File: config.mk
export PLATFORM = sky130hd
export DESIGN_NAME = booth_mul_arbiter
export DESIGN_NICKNAME = d
export VERILOG_FILES = /design/src/rtl/booth_mul_arbiter.sv
export SDC_FILE = /design/constraint.sdc
export NUM_CORES = 1
export LEC_CHECK = 0
export CORE_UTILIZATION = 30
export DETAILED_ROUTE_END_ITERATION = 8
export GPL_ROUTABILITY_DRIVEN = 0
export SETUP_SLACK_MARGIN = 0.1
export SLEW_MARGIN = 20
export SYNTH_ARGS = -nofsm -noshare
export SYNTH_HDL_FRONTEND = slang
export SYNTH_SLANG_ARGS = --single-unit
File: constraint.sdc
create_clock -name clk -period 5.1 [get_ports clk]
set_input_delay 1.02 -clock clk [delete_from_list [all_inputs] [get_ports clk]]
set_output_delay 1.02 -clock clk [all_outputs]
set_load 0.05 [all_outputs]
File: src/rtl/booth_mul_arbiter.sv
// booth_mul_arbiter: radix-2 Booth multiplier shared by two requesters.
// Round-robin arbitration picks one request at a time. The block runs one
// Booth step per clock and returns the signed product tagged with the
// requester id.
//
// Optional feature macro: BOOTH_MUL_ARB_ZERO_SKIP_EN
//   When defined, a request with a zero operand skips the Booth steps and
//   completes one cycle after acceptance with rsp_z = 0.
//
// Ports:
//   clk, rst_n          clock, asynchronous active-low reset
//   req0_valid/ready    requester 0 handshake (ready is combinational)
//   req0_x, req0_y      requester 0 operands (signed multiplier, multiplicand)
//   req1_valid/ready    requester 1 handshake (ready is combinational)
//   req1_x, req1_y      requester 1 operands
//   rsp_valid/ready     product handshake
//   rsp_id              requester that issued the product
//   rsp_z               signed 2*WIDTH product
//   busy                high whenever the block is not idle
module booth_mul_arbiter #(
  parameter int unsigned WIDTH = 4
) (
  input  logic               clk,
  input  logic               rst_n,
  input  logic               req0_valid,
  output logic               req0_ready,
  input  logic [WIDTH-1:0]   req0_x,
  input  logic [WIDTH-1:0]   req0_y,
  input  logic               req1_valid,
  output logic               req1_ready,
  input  logic [WIDTH-1:0]   req1_x,
  input  logic [WIDTH-1:0]   req1_y,
  output logic               rsp_valid,
  input  logic               rsp_ready,
  output logic               rsp_id,
  output logic [2*WIDTH-1:0] rsp_z,
  output logic               busy
);

  localparam int unsigned PW    = 2 * WIDTH;
  localparam int unsigned CNT_W = $clog2(WIDTH + 1);
  localparam int unsigned IDX_W = (WIDTH > 1) ? $clog2(WIDTH) : 1;

  localparam logic [1:0] IDLE = 2'd0;
  localparam logic [1:0] BUSY = 2'd1;
  localparam logic [1:0] DONE = 2'd2;

  logic [1:0]       state;
  logic [1:0]       state_nxt;
  logic             last;
  logic [CNT_W-1:0] cnt;
  logic [WIDTH-1:0] x_r;
  logic [WIDTH-1:0] y_r;
  logic [WIDTH:0]   acc_hi;
  logic [WIDTH-1:0] acc_lo;
  logic             e;

  logic             grant1_c;
  logic             accept_c;
  logic [WIDTH-1:0] sel_x_c;
  logic [WIDTH-1:0] sel_y_c;
  logic             zero_c;
  logic             step_done_c;
  logic             xbit_c;
  logic [WIDTH:0]   y_ext_c;
  logic [WIDTH:0]   sum_c;

  // Arbitration, handshake and next-state decode.
  always_comb begin
    grant1_c    = 1'b0;
    accept_c    = 1'b0;
    req0_ready  = 1'b0;
    req1_ready  = 1'b0;
    sel_x_c     = req0_x;
    sel_y_c     = req0_y;
    zero_c      = 1'b0;
    step_done_c = (cnt == CNT_W'(WIDTH));
    state_nxt   = state;

    // req1 wins when it is alone, or on a tie when req0 was served last.
    grant1_c   = req1_valid & (~req0_valid | ~last);
    accept_c   = (state == IDLE) & (req0_valid | req1_valid);
    req0_ready = (state == IDLE) & req0_valid & ~grant1_c;
    req1_ready = (state == IDLE) & grant1_c;
    if (grant1_c) begin
      sel_x_c = req1_x;
      sel_y_c = req1_y;
    end

`ifdef BOOTH_MUL_ARB_ZERO_SKIP_EN
    zero_c = (sel_x_c == '0) | (sel_y_c == '0);
`else
    zero_c = 1'b0;
`endif

    case (state)
      IDLE: if (accept_c)    state_nxt = BUSY;
      BUSY: if (step_done_c) state_nxt = DONE;
      DONE: if (rsp_ready)   state_nxt = IDLE;
      default:               state_nxt = IDLE;
    endcase
  end

  // One Booth step: add/subtract sign-extended y on WIDTH+1 bits so the
  // most negative multiplicand needs no fixup.
  always_comb begin
    xbit_c  = 1'b0;
    y_ext_c = {y_r[WIDTH-1], y_r};
    sum_c   = acc_hi;
    if (!step_done_c) begin
      xbit_c = x_r[cnt[IDX_W-1:0]];
    end
    case ({xbit_c, e})
      2'b10:   sum_c = acc_hi - y_ext_c;
      2'b01:   sum_c = acc_hi + y_ext_c;
      default: sum_c = acc_hi;
    endcase
  end

  // State register.
  always_ff @(posedge clk or negedge rst_n) begin
    if (!rst_n) begin
      state <= IDLE;
    end else begin
      state <= state_nxt;
    end
  end

  // Datapath, pointer and registered outputs.
  always_ff @(posedge clk or negedge rst_n) begin
    if (!rst_n) begin
      last      <= 1'b1;
      cnt       <= '0;
      x_r       <= '0;
      y_r       <= '0;
      acc_hi    <= '0;
      acc_lo    <= '0;
      e         <= 1'b0;
      rsp_valid <= 1'b0;
      rsp_id    <= 1'b0;
      rsp_z     <= '0;
      busy      <= 1'b0;
    end else begin
      busy      <= (state_nxt != IDLE);
      rsp_valid <= (state_nxt == DONE);
      case (state)
        IDLE: begin
          if (accept_c) begin
            x_r    <= sel_x_c;
            y_r    <= sel_y_c;
            rsp_id <= grant1_c;
            last   <= grant1_c;
            acc_hi <= '0;
            acc_lo <= '0;
            e      <= 1'b0;
            // A zero operand starts with the counter exhausted, so the
            // cleared accumulator is published on the next edge.
            cnt    <= zero_c ? CNT_W'(WIDTH) : '0;
          end
        end
        BUSY: begin
          if (step_done_c) begin
            rsp_z <= PW'({acc_hi[WIDTH-1:0], acc_lo});
          end else begin
            acc_hi <= {sum_c[WIDTH], sum_c[WIDTH:1]};
            acc_lo <= {sum_c[0], acc_lo[WIDTH-1:1]};
            e      <= xbit_c;
            cnt    <= cnt + CNT_W'(1);
          end
        end
        default: begin
        end
      endcase
    end
  end

endmodule

== Yosys cells after proc, flatten, opt, wreduce, memory -nomap -nowiden ==
Index checks and enable logic that the tools add are counted.

* $add $sub $neg: 3
* $lt $le $gt $ge: 1
* Equality and inequality tests: 8
* Muxes and demuxes: 22
* Bitwise logic cells: 10
* Reductions and logical operators: 6

{| class="wikitable"
|+ Operators with widths
! cell !! count
|-
| $pmux 5 s2 || 2
|-
| $mux 4 || 4
|-
| $mux 5 || 2
|-
| $pmux 4 s2 || 1
|-
| $eq 2x2->1 const B || 3
|-
| $mux 2 || 3
|-
| $mux 3 || 2
|-
| $pmux 2 s3 || 1
|-
| $pmux 3 s2 || 1
|-
| $add 5x5->5 || 1
|-
| $and 1x1->1 || 5
|-
| $sub 5x5->5 || 1
|-
| $eq 2x1->1 const B || 2
|-
| $mux 1 || 4
|-
| $ne 2x2->1 const B || 2
|-
| $reduce_and 2->1 || 2
|-
| $reduce_bool 2->1 || 2
|-
| $add 3x1->3 const B || 1
|-
| $eq 3x3->1 const B || 1
|-
| $lt 2x3->1 const B || 1
|-
| $not 1->1 || 3
|-
| $reduce_and 3->1 || 1
|-
| $bmux 1 s2 || 1
|-
| $logic_not 2->1 || 1
|-
| other kinds (2) || 3
|}

* Register bits: 35
* Input port bits: 21

== Longest topological paths before layout ==
* Depth in word-level cells: 7
* Mapped depth: 13

== Worst setup path after synthesis ==
No wires, ideal clock.

* Path type: input -> output
* Start point: input port req1_valid
* End point: output port req0_ready
* Arrival: 1.972 ns
* Path slack: 2.108 ns
* Stages: 3
* Path buffers: 1
* Cell sequence: a21boi_1 > buf_4 > nor2_1

* Longest elaborated chain between the ends: 3

{| class="wikitable"
|+ Ends and longest elaborated chain
! what !! RTL line !! text
|-
| start, declared || 29 || <nowiki>input logic req1_valid,</nowiki>
|-
| $and 1x1->1 || 81 || <nowiki>grant1_c = req1_valid & (~req0_valid | ~last);</nowiki>
|-
| $not 1->1 || 83 || <nowiki>req0_ready = (state == IDLE) & req0_valid & ~grant1_c;</nowiki>
|-
| $and 1x1->1 || 83 ||
|-
| end, declared || 26 || <nowiki>output logic req0_ready,</nowiki>
|}

Every way passes these cells.

== Final worst setup path ==
* Start point: input port req1_valid
* End point: output port req1_ready

* Longest elaborated chain between the ends: 2

{| class="wikitable"
|+ Ends and longest elaborated chain
! what !! RTL line !! text
|-
| $and 1x1->1 || 81 ||
|-
| $and 1x1->1 || 84 || <nowiki>req1_ready = (state == IDLE) & grant1_c;</nowiki>
|-
| end, declared || 30 || <nowiki>output logic req1_ready,</nowiki>
|}

Every way passes these cells.

==> metrics <==
met3 usage=0.0360; Row Count=27; Synth Flop Type=dfrtp_1; post-route antenna net violation count=0; hold_sp=x_r[1]$_DFFE_PN0P_; root buffer cell=clkbuf_8; Yosys warning count=0; CTS H-tree lvls=2; area delta synth->final=30.0%; P_sw=0.674 mW; Total Wirelength=2940 µm; Clock Tree Buf Depth=2; Power Dens Cells=709 mW/mm²; Worst Max-Slew Pin Slew=632 ps; Synth Instances=152; post-synthesis average cell area=11.5 µm²; DRC=0; buffer count from post-CTS setup fixing=0; drt wl/cell=11.2 µm; count of final hold-check violations=0; number of I/O pins=34; Yosys cell types=38; worst clock skew=6.01 ps; CTS buffer count=5; Clock power frac=0.158; clk slew on worst S/H paths=70 ps; CP top delay family=buffers and inverters; average vias per placed instance=4.57; # port buffers=33; Crit Path Class=in2out; crit end category=output port; die area=0.00611 mm²; Combinational Power Share=0.537; Slowest cell on crit path=clkdlybuf4s50_1; post-CTS sizing=0; crit path cell chain=clkdlybuf4s50_1, a21boi_1, buf_4, and2_1, clkdlybuf4s50_1; share of cells above drive strength 1=0.110; Post-synth ARST share=1.00; LEAKAGE=1.04 nW; flop2flop setup slack=2110 ps; Net count, final=220; hold depth=2; unrepaired setup endpoints after global routing=false; max_cap viols=0; CTS tree=done; launching point of the worst reg2reg path=cnt[0]$_DFFE_PN0P_; Post-DP HPWL=2220 µm; Hold-fix buffers, CTS=0; outcome=finished clean; reg2reg end=acc_hi[3]$_DFFE_PN0P_; register share of total power=0.306; first-pass GRT wire length=5590 µm; chip height=78.2 µm; sw frac=0.420; vias in the first global route=1,242; setup_tns=0 ps; final critical-path share of the clock period=0.787; R2R depth=10; Clock Latency Late Sink=280 ps; Most Crowded Layer GR=met2; critical path arrival=2990 ps; met1 usage in global routing=0.154; most frequent CP cell=clkdlybuf4s50_1; DRT Pass-1 Iters=4; critical path required time=4080 ps; Synth Register Bits=34; Pwr Total=1.60 mW; synthesized area=0.00174 mm²; Tmin final=4010 ps; Setup-failing EPs final=0; Slew HR=0.578; gr ovfl total=0; drt first-iter violations=29; Post-synth EDFFs=0; clock sinks=34; initial antenna violation count=0; die width=78.2 µm; Critical path buffers and inverters=3; Antenna diodes=0; total number of vias=1,203; initial core utilization=0.314; Worst VDD drop=0.000344 V; Hold Path Sink=x_r[1]$_DFFE_PN0P_; syn nets=182; internal power=0.931 mW; CP Max Fanout=10; max incr delay on CP=810 ps; Fmax=0.249 GHz; pin count of the biggest net entering global routing=35; crit path launch type=input pin; M2 GR Usage=0.175; core outline area=0.00554 mm²; max-slew violation total from the final report=0; hold crit path type=reg2reg; sequential fraction of the synthesis area=0.489; GRT Overall Usage=0.115
-- power by group through the flow --
stage | clock network, mW | registers, mW | logic [mW]
2_1_floorplan | 0 | 0.587 | 0.588
3_3_place_gp | 0 | 0.493 | 0.863
3_5_place_dp | 0 | 0.498 | 0.872
4_1_cts | 0.259 | 0.493 | 0.875
5_1_grt | 0.275 | 0.512 | 0.969
6_report | 0.253 | 0.491 | 0.861
-- cell usage in the layout (no fill, tap or decap), types with 2 or more instances in the layout --
| cell type | Yosys | final |
|---|---|---|
| dfrtp_1 | 33 | 33 |
| clkdlybuf4s50_1 | 0 | 33 |
| nand2_1 | 19 | 19 |
| o21ai_1 | 13 | 13 |
| mux2i_1 | 10 | 10 |
| mux2_1 | 9 | 9 |
| ha_1 | 8 | 8 |
| nor2_1 | 7 | 7 |
| clkbuf_8 | 0 | 6 |
| inv_1 | 4 | 4 |
| xor2_1 | 4 | 4 |
| a21o_1 | 4 | 4 |
| a21oi_1 | 4 | 4 |
| a22o_1 | 4 | 4 |
| nor3_1 | 3 | 3 |
| o21ai_2 | 3 | 3 |
| nand2_2 | 2 | 2 |
| xnor2_1 | 2 | 2 |
| buf_4 | 2 | 2 |
-- how the worst max path moves through the flow --
| stage | start | endpoint | slack (ps) | cells past startpoint |
|---|---|---|---|---|
| finish | req1_valid | req1_ready | 1090 | 5 |
| global route | req1_valid | req1_ready | 1000 | 5 |
| CTS | req1_valid | req1_ready | 1070 | 5 |
| detailed placement | req1_valid | req1_ready | 1090 | 5 |
| global placement | req1_valid | req1_ready | 1120 | 5 |
| floorplan | req1_valid | req0_ready | 2110 | 3 |
-- state kept, by name (all words and copies together) (netlist names) --
register / cells
rsp_z: 8
acc_hi: 4
acc_lo: 4
x_r: 4
y_r: 4
cnt: 3
state: 2
busy: 1
e: 1
last: 1
rsp_id: 1
rsp_valid: 1
-- routing by layer --
layer	share of wire	vias up
li1	-	614
met1	0.49	553
met2	0.45	31
met3	0.051	5
met4	0.0085	0
met5	0	-
-- cells in the mapped netlist (2+ instances only) --
library cell	instances	area, µm²
mux2_1	9	101
a21oi_1	4	20.0
a21o_1	4	30.0
xor2_1	4	35.0
o21ai_1	13	65.1
o21ai_2	3	26.3
xnor2_1	2	17.5
nand2_2	2	12.5
a22o_1	4	35.0
ha_1	8	100
dfrtp_1	33	826
buf_4	2	15.0
mux2i_1	10	100
nor3_1	3	15.0
nand2_1	19	71.3
nor2_1	7	26.3
inv_1	4	15.0
-- area by class of cell --
type                    instances  area (µm²)
flip-flops and latches         34         852
clock buffers                   7        86.3
repair buffers                 35         345
multi-input cells             109         841
clock inverters                 1        30.0
well taps                      72        90.1
inverters                       5        18.8
fillers                       572        3280
-- worst register-to-register path: cells and delay by family (launching register included) --
| kind | cells | cell delay [ps] |
|---|---|---|
| compound gates | 3 | 540 |
| xor+xnor | 1 | 170 |
| fa+ha+maj | 2 | 670 |
| flops | 1 | 430 |
| mux | 2 | 920 |
| simple gates | 2 | 150 |
-- cell families after synthesis --
logic type / after synthesis / synth area share
mux: 20 / 0.129
simple gates: 39 / 0.121
flops: 34 / 0.489
fa+ha+maj: 9 / 0.0690
xor+xnor: 6 / 0.0302
compound gates: 35 / 0.134
buf+inv: 9 / 0.0280
-- stage by stage --
stage | utilization | instances | hold slack, ps | worst slack [ps] | area (µm²)
finish | 0.409 | 263 | 482 | 1090 | 2260
global route | 0.409 | 263 | 512 | 995 | 2260
CTS | 0.409 | 263 | 491 | 1070 | 2260
detailed placement | 0.388 | 255 | 472 | 1090 | 2150
global placement | 0.388 | 255 | 466 | 1120 | 2150
floorplan | - | 152 | 450 | 2110 | 1740
No activity file was read; power rests on OpenSTA's default activity.
